## src/rtl/fifo_pkg.sv

```systemverilog
// Shared definitions for the parametrised synchronous FIFO: default sizes,
// the per-cycle operation encoding and a constant log2 helper.
package fifo_pkg;

  localparam int DEF_WIDTH = 8;
  localparam int DEF_DEPTH = 16;

  // What the FIFO does this cycle once full/empty gating has been applied.
  typedef enum logic [1:0] {
    OP_IDLE = 2'b00,
    OP_WR   = 2'b01,
    OP_RD   = 2'b10,
    OP_BOTH = 2'b11
  } fifo_op_e;

  // Ceiling log2, usable in parameter/localparam expressions.
  function automatic int log2Ceil(input int value);
    int r;
    r = 0;
    for (int i = 0; i < 31; i++) begin
      if ((1 << i) < value) r = i + 1;
    end
    return r;
  endfunction

endpackage

```

## src/rtl/fifo_mem_dp.sv

```systemverilog
// Simple dual-port storage: one synchronous write port, one asynchronous read
// port. Contents are deliberately left unreset.
module fifo_mem_dp #(
  parameter int WIDTH = 8,
  parameter int AW    = 4
) (
  input  logic             clk,
  input  logic             we_i,
  input  logic [AW-1:0]    waddr_i,
  input  logic [WIDTH-1:0] wdata_i,
  input  logic [AW-1:0]    raddr_i,
  output logic [WIDTH-1:0] rdata_o
);

  logic [WIDTH-1:0] mem_q [1 << AW];

  always_ff @(posedge clk) begin
    if (we_i) mem_q[waddr_i] <= wdata_i;
  end

  assign rdata_o = mem_q[raddr_i];

endmodule

```

## src/rtl/sync_fifo_param.sv

```systemverilog
// Single-clock parametrised FIFO with occupancy count, almost-full/empty
// thresholds, overflow/underflow pulses and selectable FWFT/registered read.
module sync_fifo_param
  import fifo_pkg::*;
#(
  parameter int WIDTH     = DEF_WIDTH,
  parameter int DEPTH     = DEF_DEPTH,
  parameter int AF_THRESH = DEPTH - 2,
  parameter int AE_THRESH = 2,
  parameter int FWFT      = 0
) (
  input  logic                          clk,
  input  logic                          rst,
  input  logic                          wr_en,
  input  logic [WIDTH-1:0]              din,
  input  logic                          rd_en,
  output logic [WIDTH-1:0]              dout,
  output logic                          full,
  output logic                          empty,
  output logic                          almost_full,
  output logic                          almost_empty,
  output logic [log2Ceil(DEPTH):0]      count,
  output logic                          overflow,
  output logic                          underflow
);

  localparam int AW = log2Ceil(DEPTH);
  localparam int CW = AW + 1;

  localparam logic [CW-1:0] FULL_CNT = CW'(DEPTH);
  localparam logic [CW-1:0] AF_CNT   = CW'(AF_THRESH);
  localparam logic [CW-1:0] AE_CNT   = CW'(AE_THRESH);

  logic [AW-1:0]    wr_ptr_q, wr_ptr_d;
  logic [AW-1:0]    rd_ptr_q, rd_ptr_d;
  logic [CW-1:0]    count_q, count_d;
  logic             overflow_q, overflow_d;
  logic             underflow_q, underflow_d;
  logic             wr_acc, rd_acc;
  logic [WIDTH-1:0] rd_data;
  fifo_op_e         op;

  // Flags come purely from the count register, so request inputs never
  // reach them combinationally.
  assign full         = (count_q == FULL_CNT);
  assign empty        = (count_q == '0);
  assign almost_full  = (count_q >= AF_CNT);
  assign almost_empty = (count_q <= AE_CNT);
  assign count        = count_q;
  assign overflow     = overflow_q;
  assign underflow    = underflow_q;

  assign wr_acc = wr_en & ~full;
  assign rd_acc = rd_en & ~empty;

  always_comb begin
    op          = fifo_op_e'({rd_acc, wr_acc});
    wr_ptr_d    = wr_ptr_q;
    rd_ptr_d    = rd_ptr_q;
    count_d     = count_q;
    overflow_d  = wr_en & full;
    underflow_d = rd_en & empty;
    unique case (op)
      OP_WR: begin
        wr_ptr_d = wr_ptr_q + 1'b1;
        count_d  = count_q + 1'b1;
      end
      OP_RD: begin
        rd_ptr_d = rd_ptr_q + 1'b1;
        count_d  = count_q - 1'b1;
      end
      OP_BOTH: begin
        wr_ptr_d = wr_ptr_q + 1'b1;
        rd_ptr_d = rd_ptr_q + 1'b1;
      end
      default: ;
    endcase
  end

  always_ff @(posedge clk or posedge rst) begin
    if (rst) begin
      wr_ptr_q    <= '0;
      rd_ptr_q    <= '0;
      count_q     <= '0;
      overflow_q  <= 1'b0;
      underflow_q <= 1'b0;
    end else begin
      wr_ptr_q    <= wr_ptr_d;
      rd_ptr_q    <= rd_ptr_d;
      count_q     <= count_d;
      overflow_q  <= overflow_d;
      underflow_q <= underflow_d;
    end
  end

  fifo_mem_dp #(
    .WIDTH (WIDTH),
    .AW    (AW)
  ) u_mem (
    .clk     (clk),
    .we_i    (wr_acc),
    .waddr_i (wr_ptr_q),
    .wdata_i (din),
    .raddr_i (rd_ptr_q),
    .rdata_o (rd_data)
  );

  // FWFT presents the head word directly; registered mode captures it on pop
  // and holds it otherwise.
  generate
    if (FWFT != 0) begin : g_fwft
      assign dout = rd_data;
    end else begin : g_regread
      logic [WIDTH-1:0] dout_q;
      always_ff @(posedge clk or posedge rst) begin
        if (rst) dout_q <= '0;
        else if (rd_acc) dout_q <= rd_data;
      end
      assign dout = dout_q;
    end
  endgenerate

endmodule

```

## config.mk

```make
export PLATFORM = sky130hd
export DESIGN_NAME = sync_fifo_param
export DESIGN_NICKNAME = d
export VERILOG_FILES = /design/src/rtl/fifo_pkg.sv /design/src/rtl/fifo_mem_dp.sv /design/src/rtl/sync_fifo_param.sv
export SDC_FILE = /design/constraint.sdc
export NUM_CORES = 1
export LEC_CHECK = 0
export ABC_AREA = 1
export CORE_MARGIN = 1
export CORE_UTILIZATION = 60
export CTS_CLUSTER_DIAMETER = 40
export CTS_CLUSTER_SIZE = 28
export DETAILED_ROUTE_END_ITERATION = 8
export GPL_ROUTABILITY_DRIVEN = 0
export GPL_TIMING_DRIVEN = 0
export PLACE_DENSITY = 0.88
export SYNTH_ARGS = -nofsm -noshare
export SYNTH_HDL_FRONTEND = slang
export SYNTH_HIERARCHICAL = 1
export SYNTH_SLANG_ARGS = --single-unit
```

## constraint.sdc

```tcl
create_clock -name clk -period 2.7 [get_ports clk]
set_input_delay 0.405 -clock clk [delete_from_list [all_inputs] [get_ports clk]]
set_output_delay 0.405 -clock clk [all_outputs]
set_load 0.02 [all_outputs]
```

==> impl_metrics.py <==
metrics = {
    "status": {
        "status": "finished clean",
    },
    "sta": {
        "worstMarginPinSlew_ns": 0.9040,
        "finalMaxSlewViolations": 0,
        "fin_skew_ns": 0.008666,
        "rsz0062_at_grt": "false",
        "fin_crit_ns": 2.451,
        "fmax_mhz": 408.0,
        "slew_headroom_pct": 39.66,
        "period_share_pct": 90.77,
        "hold_viol": 0,
        "fin_setup_tns_ns": 0,
        "finalSetupViolations": 0,
    },
    "cts": {
        "clkTransAtPathRegs_ns": 0.06,
        "cts_buffer_depth": 2,
        "htree_levels": 4,
        "cts_setup_buffers": 0,
        "cts_inserted_buffers": 17,
        "clock_latency_ns": 0.42,
        "cts_sinks": 151,
        "cts_tree": "built",
        "ctsHoldBuffers": 0,
        "cts-root-buf": "clkbuf_16",
        "post_cts_resized": 0,
    },
    "routing": {
        "firstDrtPassIters": 6,
        "final_antenna_net_count": 0,
        "drcViolationCount": 0,
        "num_vias": 5048,
        "avgViaCountPerCell": 5.710,
        "routedWlPerCell_um": 18.25,
        "drtIter0Drc": 773,
        "finalWirelength_um": 16140,
    },
    "synthesis": {
        "ys_ff_latch": 151,
        "synthCells": 682,
        "netlist.area_leader.share_pct": 56.64,
        "synth_area_um2": 6787,
        "synth-edff-count": 128,
        "synth_flop_cell": "edfxtp_1",
        "syn_nets": 703,
        "synth_common_cells": "234 x nand2_1, 128 x edfxtp_1, 112 x inv_1, 105 x nand3_1, 24 x nor2_1",
        "yosysMostFrequentCell": "nand2_1",
        "yosysUniqueCellTypes": 22,
        "synth_area_leaders": "edfxtp_1 57%, nand2_1 13%, dfrtp_1 8.5%, nand3_1 7.7%, inv_1 6.2%",
        "synth.avg_cell_area_um2": 9.951,
        "synth_warnings": 6,
        "yosysTopAreaCell": "edfxtp_1",
        "synth-seq-area-share_pct": 65.12,
        "ys_async_sr_fraction_pct": 15.23,
    },
    "placement": {
        "place_hpwl_um": 10530,
        "dpl_cell_area_um2": 7262,
        "port_buffers": 30,
        "numPlacedInstances": 852,
    },
    "finish": {
        "drive_above_1_share_pct": 8.602,
        "fin_area_um2": 7790,
        "area_growth_pct": 14.79,
        "fin_util_pct": 71.24,
        "fin_cells": 884,
        "fin_nets": 752,
        "diodes": 0,
    },
    "worst_setup_path": {
        "rrSetupSlack_ns": 0.25,
        "timing.rr.start": "count[0]$_DFFE_PP0P_",
        "r2r_end": "count[4]$_DFFE_PP0P_",
        "worstPathMaxFanout": 11,
        "endpoint_kind": "flop",
        "cp.required_ns": 3.00,
        "start_kind": "flop",
        "cp.arrival_ns": 2.75,
        "setup.worst_path.class": "reg -> reg",
        "worstRegToRegCells": 12,
        "crit_start": "count[0]$_DFFE_PP0P_",
    },
    "power": {
        "power_density_nw_per_um2": 1097,
        "power.leakage_uw": 0.003491,
        "power_uw": 8543,
        "ir_worst_vdd_mv": 0.5785,
    },
    "grt": {
        "antenna_found_initial": 0,
        "grt_pass1_vias": 4941,
        "grt_usage_pct": 29.97,
        "grt_max_degree": 24,
        "grt_pass1_wl_um": 24950,
        "gr-total-overflow": 0,
    },
    "floorplan": {
        "num_rows": 38,
        "die_area_um2": 11740,
        "ioPinCount": 31,
        "dieWidth_um": 108.4,
        "fp.coreArea_um2": 10940,
        "die_h_um": 108.4,
        "initial_core_util_pct": 62.06,
    },
    "hold_path": {
        "hold_class": "in -> async",
    },
    "flow_run": {
        "maxCapViolCount": 0,
    },
}
## final cells by class
| type | count | area (µm²) |
|---|---|---|
| plain buffers | 26 | 188.9 |
| clock buffers | 18 | 429.2 |
| clock inverters | 14 | 98.84 |
| fillers | 731 | 3146 |
| inverters | 116 | 435.4 |
| multi-input cells | 389 | 1743 |
| flip-flops and latches | 151 | 4419 |
| well taps | 140 | 175.2 |
| repair buffers | 30 | 300.3 |
## per-layer routing
layer	GRT usage [%]	routed length, µm	up-vias
li1	-	-	2278
met1	37.45	5642	2343
met2	49.18	8081	350
met3	6.631	1680	77
met4	15.73	731	0
met5	0	0	-
## cells in the final DEF (no fill, tap or decap), drive strengths merged
cell type	n
a21oi	1
buf	26
clkbuf	18
clkdlybuf4s50	30
clkinv	4
clkinvlp	5
dfrtp	23
edfxtp	128
fa	1
ha	8
inv	121
nand2	235
nand3	106
nand3b	2
nor2	26
o21ai	2
or2	2
xnor2	5
xor2	1
## kinds of logic after synthesis
kind of cell	count (synthesis)	synth area share [%]
xor gates and xnor gates	6	0.7743
and+or+nand+nor	371	22.92
adders and majority gates	9	1.770
DFF	151	65.12
AOI/OAI and AO/OA	3	0.2212
buffers and inverters	142	9.200
## through the flow
stage / worst slack (ns) / hold slack [ns]
after detailed placement: 0.1615 / 0.4702
final: 0.2491 / 0.4774
after global placement: 0.2405 / 0.4669
after CTS: 0.2482 / 0.4852
after global routing: 0.09467 / 0.5151
after floorplan: 0.4763 / 0.4069
## sequential cells by signal, summed over array words and instances, names as in the netlist
| name | count |
|---|---|
| wr_ptr_q | 4 |
| count | 5 |
| rd_ptr_q | 4 |
| u_mem/mem_q | 128 |
| underflow | 1 |
| dout | 8 |
| overflow | 1 |
## power breakdown
| part | leakage, µW | switching (µW) | internal (µW) | total (µW) |
|---|---|---|---|---|
| registers | 0.00144 | 253 | 2920 | 3170 |
| logic | 0.00180 | 2160 | 1120 | 3280 |
| clock network | 0.000245 | 921 | 1170 | 2100 |
| total | 0.00349 | 3330 | 5210 | 8540 |
## critical path, stage by stage, from the launching register on
cell and delay [ns]:
dfrtp_1 0.49, nor2_2 0.19, nand3_2 0.13, nand2_4 0.12, inv_2 0.05, buf_6 0.14, ha_1 0.27, ha_1 0.34
or2_2 0.32, nand2_1 0.08, nand2_1 0.05, nand3_1 0.08, nand2_1 0.07
## worst max-delay path by stage
stage,endpoint
2_1_floorplan,count[3]$_DFFE_PP0P_
3_3_place_gp,count[4]$_DFFE_PP0P_
3_5_place_dp,count[4]$_DFFE_PP0P_
4_1_cts,count[4]$_DFFE_PP0P_
5_1_grt,count[4]$_DFFE_PP0P_
6_report,count[4]$_DFFE_PP0P_
Power figures use the tool's default switching activity.
==> edit, RTL diff (same flow settings) <==
`DEF_WIDTH`: 8 -> 10.
--- a/src/rtl/fifo_pkg.sv
+++ b/src/rtl/fifo_pkg.sv
@@ -3,5 +3,5 @@
 package fifo_pkg;
 
-  localparam int DEF_WIDTH = 8;
+  localparam int DEF_WIDTH = 10;
   localparam int DEF_DEPTH = 16;
 
Ports: changed (resized din and dout); port bits go from 31 to 35. No check against the original RTL was run, so the function may have changed too.
==> edit against the original RTL <==
Combinational power is 18% higher; power is 17% higher; area after synthesis is 22% higher; utilization is 0.85 points lower; non-clock buffer count is 12 higher; wire length is 18% higher; maximum frequency is 4.3% lower; clock skew is 0.00051 ns lower; worst setup slack worse by 0.11 ns; final cell count is 20% higher; register-to-register slack worse by 0.09 ns; highest routed layer unchanged; cell area is 21% higher; first-iteration DRC count is 11% lower; sequential cell count is 34 higher.
==> edit: results (changes against the original RTL) <==
worstPathArrival_ns: 2.15  # was 2.75 ns
via_per_inst: 5.53  # was 5.71
portBuffers: 33  # was 30
grt_use_met3: 0.0675  # was 0.0663
wirelength_mm: 19.1  # was 16.1 mm
globalRouteTotalUtil: 0.285  # was 0.300
syn_nets: 843  # was 703
p_sw_mw: 3.82  # was 3.33 mW
drt_iter0_markers: 688  # was 773
hpwlAfterDp_mm: 12.5  # was 10.5 mm
clk_path_buf_depth: 2  # unchanged
synthTopCellsByCount: "255 x nand2_1, 160 x edfxtp_1, 141 x nand3_1"  # was 234 x nand2_1, 128 x edfxtp_1, 112 x inv_1
slowest_stage: "clkdlybuf4s50_1"  # was dfrtp_1
power.leakage_nw: 4.16  # was 3.49 nW
place_area_um2: 8850  # was 7260 um^2
seq_power_mw: 3.84  # was 3.17 mW
gr-usage-met2: 0.452  # was 0.492
met1_usage: 0.358  # was 0.374
critPathMaxStageDelay_ns: 0.59  # was 0.49 ns
hp-class: "input pin to register"  # was input pin to async pin
synthDistinctLibCells: 32  # was 22
worstMarginPinSlew_ns: 1.02  # was 0.904 ns
wl_met3_mm: 1.73  # was 1.68 mm
grt_pass1_vias: 5716  # was 4941
path_delay_family: "buffers and inverters"  # was simple AND/OR/NAND/NOR gates
grt_start_max_net_pins: 26  # was 24
antenna_found_initial: 1  # was 0
synth.area.top_cells: "edfxtp_1 58%, nand2_1 12%, nand3_1 8.5%"  # was edfxtp_1 57%, nand2_1 13%, dfrtp_1 8.5%
route.met2.wl_mm: 9.25  # was 8.08 mm
layout-drive-gt1-share: 0.0826  # was 0.0860
ys_async_sr_fraction: 0.135  # was 0.152
largest_register_ffs: 160  # was 128
status: "finished, final reports clean"  # unchanged
seq_area_frac_synth: 0.654  # was 0.651
cp_max_fo: 10  # was 11
nets: 895  # was 752
fin_worst_skew_ns: 0.00816  # was 0.00867 ns
peakVddDrop_v: 0.000730  # was 0.000579 V
==> edit: metrics by stage <==
stage	setup WS, ns	instances	power [mW]
after floorplan	0.394	820	6.33
after global placement	0.206	1029	7.44
after detailed placement	0.163	1029	7.58
after CTS	0.105	1060	9.94
after global routing	0.0191	1060	10.5
final	0.140	1060	10.0
==> edit: layout make-up <==
cell class	instances	area [um^2]
repair buffers	33	330
fillers	868	3950
multi-input cells	458	2100
clock inverters	11	105
clock buffers	20	437
plain buffers	35	233
inverters	142	538
flip-flops and latches	185	5430
well taps	176	220
==> edit: cell families (layout without fill, tap and decap cells) <==
| logic type | Yosys count | count (layout) | share of synthesized area |
|---|---|---|---|
| compound gates | 5 | 5 | 0.00347 |
| buf+inv | 177 | 241 | 0.0929 |
| xor+xnor | 5 | 5 | 0.00528 |
| mux | 1 | 1 | 0.00136 |
| fa+ha+maj | 9 | 9 | 0.0145 |
| flops | 185 | 185 | 0.654 |
| simple gates | 438 | 438 | 0.228 |
==> edit: final timing paths <==
kind,slack (ns),to,depth (start not counted),start
worst max-delay path,0.14,empty,5,count[0]$_DFFE_PP0P_
min in group asynchronous,0.50,wr_ptr_q[2]$_DFFE_PP0P_,2,rst
worst min register to register,0.49,dout[8]$_DFFE_PP0P_,2,dout[8]$_DFFE_PP0P_
worst min-delay path,0.35,rd_ptr_q[0]$_DFFE_PP0P_,3,rd_en
max in group asynchronous,1.55,count[0]$_DFFE_PP0P_,2,rst
worst max register to register,0.16,u_mem/mem_q[6][7]$_DFFE_PP_,6,count[1]$_DFFE_PP0P_
==> edit: what timing repair did <==
item	4_1_cts	5_1_grt
resized for setup	0	4
endpoints found under the setup margin	0	11
buffers inserted	0	0
